<file path="src/rtl/seg_swap_pipe_if.sv">
// Handshake bundle for seg_swap_pipe; parity signals appear only
// when SEG_SWAP_PIPE_PARITY_EN is defined.
interface seg_swap_pipe_if #(
    parameter int DATA_W = 32,
    parameter int ROT_W  = 3
);
    logic              in_valid;
    logic              in_ready;
    logic [DATA_W-1:0] in_data;
    logic [1:0]        mode;
    logic [ROT_W-1:0]  rot;
    logic              out_valid;
    logic              out_ready;
    logic [DATA_W-1:0] out_data;
    logic [15:0]       xfer_count;
`ifdef SEG_SWAP_PIPE_PARITY_EN
    logic              out_parity;
    logic              parity_err_inject;

    modport master (
        output in_valid, in_data, mode, rot, out_ready,
        output parity_err_inject,
        input  in_ready, out_valid, out_data, xfer_count,
        input  out_parity
    );

    modport slave (
        input  in_valid, in_data, mode, rot, out_ready,
        input  parity_err_inject,
        output in_ready, out_valid, out_data, xfer_count,
        output out_parity
    );
`else
    modport master (
        output in_valid, in_data, mode, rot, out_ready,
        input  in_ready, out_valid, out_data, xfer_count
    );

    modport slave (
        input  in_valid, in_data, mode, rot, out_ready,
        output in_ready, out_valid, out_data, xfer_count
    );
`endif
endinterface

</file>
<file path="src/rtl/seg_swap_pipe.sv">
// Elastic segment-permutation pipeline (pass/reverse/pair-swap/rotate).
// Optional parity lane: define SEG_SWAP_PIPE_PARITY_EN.
module seg_swap_pipe #(
    parameter int DATA_W = 32,
    parameter int SEG_W  = 4,
    parameter int STAGES = 2,
    parameter int ROT_W  = ($clog2(DATA_W / SEG_W) < 1) ? 1
                         : $clog2(DATA_W / SEG_W)
) (
    input logic          clk,
    input logic          reset,
    seg_swap_pipe_if.slave bus
);
    localparam int NSEG = DATA_W / SEG_W;

    logic [DATA_W-1:0]   perm;
    logic [2*DATA_W-1:0] dbl;
    logic [ROT_W-1:0]    r;
    logic                in_fire;
    logic [STAGES-1:0]   vld;
    logic [STAGES-1:0]   adv;
    logic [DATA_W-1:0]   dat [STAGES];
    logic [15:0]         cnt;

    always_comb begin
        perm = bus.in_data;
        dbl  = {bus.in_data, bus.in_data};
        r    = ROT_W'(bus.rot % NSEG);
        unique case (1'b1)
            (bus.mode == 2'd1): begin
                for (int i = 0; i < NSEG; i++)
                    perm[i*SEG_W +: SEG_W] =
                        bus.in_data[(NSEG-1-i)*SEG_W +: SEG_W];
            end
            (bus.mode == 2'd2): begin
                for (int k = 0; k + 1 < NSEG; k += 2) begin
                    perm[k*SEG_W +: SEG_W] =
                        bus.in_data[(k+1)*SEG_W +: SEG_W];
                    perm[(k+1)*SEG_W +: SEG_W] =
                        bus.in_data[k*SEG_W +: SEG_W];
                end
            end
            (bus.mode == 2'd3): begin
                // upper half of the doubled word is the left rotation
                dbl  = dbl << (r * SEG_W);
                perm = dbl[2*DATA_W-1 -: DATA_W];
            end
            default: perm = bus.in_data;
        endcase
    end

    // a stage moves when some stage above it is empty or the sink drains
    always_comb begin
        logic go;
        go  = bus.out_ready;
        adv = '0;
        for (int k = STAGES - 1; k >= 0; k--) begin
            adv[k] = vld[k] && go;
            go     = go || !vld[k];
        end
    end

    assign bus.in_ready   = !vld[0] || adv[0];
    assign in_fire        = bus.in_valid && bus.in_ready;
    assign bus.out_valid  = vld[STAGES-1];
    assign bus.out_data   = dat[STAGES-1];
    assign bus.xfer_count = cnt;

    always_ff @(posedge clk) begin
        if (reset) begin
            vld <= '0;
            cnt <= '0;
            for (int k = 0; k < STAGES; k++)
                dat[k] <= '0;
        end else begin
            if (bus.out_valid && bus.out_ready)
                cnt <= cnt + 16'd1;
            if (in_fire) begin
                vld[0] <= 1'b1;
                dat[0] <= perm;
            end else if (adv[0]) begin
                vld[0] <= 1'b0;
            end
            for (int k = 1; k < STAGES; k++) begin
                if (adv[k-1]) begin
                    vld[k] <= 1'b1;
                    dat[k] <= dat[k-1];
                end else if (adv[k]) begin
                    vld[k] <= 1'b0;
                end
            end
        end
    end

`ifdef SEG_SWAP_PIPE_PARITY_EN
    logic [STAGES-1:0] par;

    assign bus.out_parity = par[STAGES-1];

    always_ff @(posedge clk) begin
        if (reset) begin
            par <= '0;
        end else begin
            if (in_fire)
                par[0] <= (^perm) ^ bus.parity_err_inject;
            for (int k = 1; k < STAGES; k++)
                if (adv[k-1])
                    par[k] <= par[k-1];
        end
    end
`endif
endmodule
</file>
<file path="src/flat_wrapper.sv">
// flat-port wrapper written by rule: the top's interface ports become plain ports
module seg_swap_pipe_flat 
#(
    parameter int DATA_W = 32,
    parameter int SEG_W  = 4,
    parameter int STAGES = 2,
    parameter int ROT_W  = ($clog2(DATA_W / SEG_W) < 1) ? 1
                         : $clog2(DATA_W / SEG_W)
)
  (clk, reset, bus_in_valid, bus_in_data, bus_mode, bus_rot, bus_out_ready, bus_in_ready, bus_out_valid, bus_out_data, bus_xfer_count);
  seg_swap_pipe_if #(.DATA_W(DATA_W), .ROT_W(ROT_W)) bus_i ();
  input logic clk;
  input logic reset;
  input wire logic [$bits(bus_i.in_valid)-1:0] bus_in_valid;
  input wire logic [$bits(bus_i.in_data)-1:0] bus_in_data;
  input wire logic [$bits(bus_i.mode)-1:0] bus_mode;
  input wire logic [$bits(bus_i.rot)-1:0] bus_rot;
  input wire logic [$bits(bus_i.out_ready)-1:0] bus_out_ready;
  output wire logic [$bits(bus_i.in_ready)-1:0] bus_in_ready;
  output wire logic [$bits(bus_i.out_valid)-1:0] bus_out_valid;
  output wire logic [$bits(bus_i.out_data)-1:0] bus_out_data;
  output wire logic [$bits(bus_i.xfer_count)-1:0] bus_xfer_count;
  assign bus_i.in_valid = bus_in_valid;
  assign bus_i.in_data = bus_in_data;
  assign bus_i.mode = bus_mode;
  assign bus_i.rot = bus_rot;
  assign bus_i.out_ready = bus_out_ready;
  assign bus_in_ready = bus_i.in_ready;
  assign bus_out_valid = bus_i.out_valid;
  assign bus_out_data = bus_i.out_data;
  assign bus_xfer_count = bus_i.xfer_count;
  seg_swap_pipe #(.DATA_W(DATA_W), .SEG_W(SEG_W), .STAGES(STAGES), .ROT_W(ROT_W)) u_core (.clk(clk), .reset(reset), .bus(bus_i));
endmodule
</file>
<file path="config.mk">
export PLATFORM = sky130hd
export DESIGN_NAME = seg_swap_pipe_flat
export DESIGN_NICKNAME = d
export VERILOG_FILES = /design/src/rtl/seg_swap_pipe_if.sv /design/src/rtl/seg_swap_pipe.sv /design/src/flat_wrapper.sv
export SDC_FILE = /design/constraint.sdc
export NUM_CORES = 1
export LEC_CHECK = 0
export CAP_MARGIN = 20
export CORE_UTILIZATION = 40
export CTS_CLUSTER_DIAMETER = 60
export CTS_CLUSTER_SIZE = 24
export DETAILED_ROUTE_END_ITERATION = 7
export GPL_TIMING_DRIVEN = 0
export HOLD_SLACK_MARGIN = 0.03
export MAX_ROUTING_LAYER = met4
export PLACE_DENSITY_LB_ADDON = 0.12
export RECOVER_POWER = 100
export SYNTH_ARGS = -nofsm -noshare
export SYNTH_HDL_FRONTEND = slang
export SYNTH_SLANG_ARGS = --single-unit
</file>
<file path="constraint.sdc">
create_clock -name clk -period 2.5 [get_ports clk]
set_input_delay 0.625 -clock clk [delete_from_list [all_inputs] [get_ports clk]]
set_output_delay 0.625 -clock clk [all_outputs]
set_load 0.01 [all_outputs]
</file>
==> results.yml <==
final_layout:
  num-fill-cells: 1128
  fin_area_sq_um: 6760
  area.growth.synth_to_final_pct: 27.5
  finalNonFillerCells: 717
  nets: 582
  regArea_sq_um: 2280
  antennaDiodeCount: 0
  multi_input_area_sq_um: 2610
  drive_above_1_share: 0.240
cts:
  cts_resized: 10
  cts_post_setup_buffers_inserted: 0
  cts_tree: "done"
  insertion_delay_ps: 330
  htreeDepth: 3
  cts_made_buffers: 9
  cts-root-buf: "clkbuf_16"
  clk_pin_slew_worst_paths_ps: 60
  clock-sinks: 82
  postCtsHoldBufs: 0
  clockBufferDepth: 2
logic_synthesis:
  synthCells: 442
  ys.flop_type: "edfxtp_1"
  yosysSeqAreaShare: 0.430
  synth.distinct_cells: 42
  yosysMostFrequentCell: "edfxtp_1"
  synth_area_leader_cell: "edfxtp_1"
  synthArstFlopShare: 0
  synth.top_cell.area_share: 0.362
  yosys_warnings: 0
  synth_fp_nets: 484
  synth.area.top_cells: "edfxtp_1, mux4_2, dfxtp_1"
  ys_ff_latch: 82
  synthTopCellsByCount: "edfxtp_1, and2_1, buf_4, mux4_2, mux2_2"
  synth_edf_count: 64
  syn_avg_cell_area_sq_um: 12.0
  synth_area_sq_um: 5310
min_path:
  hold_class: "flip-flop to flip-flop"
placement:
  placed_area_sq_um: 6420
  dp_slack_ps: -610
  io_buffers: 86
  gp_congestion: 0.905
  placed_cells: 701
  hpwl_microns: 8960
pwr:
  p_int_mw: 2.83
  clkPwrFrac: 0.370
  total_power_mw: 3.70
  switchingPower_mw: 0.870
  leakage_nw: 2.67
  pwr-share-comb: 0.198
  swShare: 0.235
  p_per_area_nw_per_um2: 548
  seqPwrFrac: 0.432
  vdd_drop_max_mv: 0.322
flow_run:
  drv_cap: 0
routing:
  drc: 0
  num_vias: 3982
  drt_pass1_iterations: 5
  drt_first_iter_violations: 361
  routed_wl_microns: 12400
  wl_per_cell_microns: 17.2
  viasPerCell: 5.55
  ant_nets: 0
floorplanning:
  io_pins: 91
  fp.coreArea_sq_um: 12800
  start_util: 0.415
  die_height_microns: 117
  rows: 41
  die_w_microns: 117
  dieArea_sq_um: 13700
global_routing:
  grt_start_max_net_pins: 33
  grt_pass1_wl_microns: 19700
  antenna_found_initial: 0
  overflow: 0
  grt.total_usage: 0.196
  first_global_vias: 3740
setup_path:
  cp.arrival_ps: 1770
  crit_fanout: 4
  startpoint_type: "input port"
  critPathRequiredTime_ps: 1880
  end_kind: "primary output"
  path_class: "input port to primary output"
sta:
  finClkSkew_ps: 7.57
  hold_violations: 0
  period_share: 0.959
  setup_slack_ps: 102
  slew_headroom: 0.392
  slew_viol_final: 0
  fin_setup_tns_ps: 0
  setup_violations: 0
  worst_pin_slew_ps: 909
  fmax_ghz: 0.417
  grt_setup_unrepaired: "false"
  period_minus_slack_ps: 2400
run_status:
  outcome: "completed"
[sequential cells by signal, summed over array words and instances, names as in the netlist]
signal and count:
u_core.dat 64, u_core.bus.xfer_count 16, u_core.vld 2
[worst paths after layout]
kind	startpoint	endpoint	slack, ps	cells after the start
hold reg to reg	u_core.dat[0][29]	u_core.dat[0][61]	510	1
setup / recovery	bus_out_ready	bus_in_ready	100	4
hold / removal	u_core.dat[0][29]	u_core.dat[0][61]	510	1
setup reg to reg	u_core.vld[1]	u_core.dat[0][11]	650	5
[placed cells by master (no fill, tap or decap), types with 19 or more instances in the layout]
cell type        count
and2_0              19
mux2i_1             29
a21oi_1             28
buf_4               34
dlygate4sd3_1       49
clkdlybuf4s50_1     28
nor2_1              25
mux2_2              30
and2_1              23
mux4_2              34
edfxtp_1            64
clkbuf_1            20
[area by class of cell]
| class | instances | share of cell area |
|---|---|---|
| Tap cell | 172 | 0.0318 |
| Clock buffer | 9 | 0.0333 |
| Multi-Input combinational cell | 286 | 0.386 |
| Buffer | 68 | 0.0616 |
| Clock inverter | 7 | 0.0139 |
| Timing Repair Buffer | 87 | 0.132 |
| Sequential cell | 82 | 0.337 |
| Inverter | 6 | 0.00333 |
[routing by layer]
| layer | track usage | wire length (microns) | up-vias |
|---|---|---|---|
| met4 | 0.0852 | 225 | 0 |
| met1 | 0.268 | 5640 | 1909 |
| met3 | 0.0268 | 871 | 25 |
| met5 | - | 0 | - |
| met2 | 0.290 | 5630 | 193 |
| li1 | - | - | 1855 |
[cell families (layout without fill, tap and decap cells)]
family / count (synthesis) / count (layout) / synth area share
AND/OR/NAND/NOR: 113 / 113 / 0.117
multiplexers: 94 / 94 / 0.268
flip-flops: 82 / 82 / 0.430
buffers and inverters: 74 / 177 / 0.0814
AO/OA/AOI/OAI: 68 / 68 / 0.0842
XOR/XNOR: 10 / 10 / 0.0165
adder cells (fa/ha/maj): 1 / 1 / 0.00236
[power groups by stage]
| stage | Combinational [mW] | Sequential (mW) | Clock, mW |
|---|---|---|---|
| finish | 0.732 | 1.60 | 1.37 |
| floorplan | 0.457 | 1.63 | 0 |
| global route | 0.787 | 1.61 | 1.46 |
| detailed placement | 0.746 | 1.63 | 0 |
| global placement | 0.731 | 1.63 | 0 |
| CTS | 0.749 | 1.60 | 1.41 |
[per-stage QoR]
step | hold WS, ps | util
6_report | 512 | 0.529
5_1_grt | 538 | 0.529
4_1_cts | 516 | 0.528
3_5_place_dp | 502 | 0.503
3_3_place_gp | 492 | 0.500
2_1_floorplan | 478 | -
[critical path, cell delays in order]
cell             delay (ps)
clkdlybuf4s50_1         530
and3b_2                 270
inv_1                    70
dlygate4sd2_1           270
No activity file was read; power rests on OpenSTA's default activity.
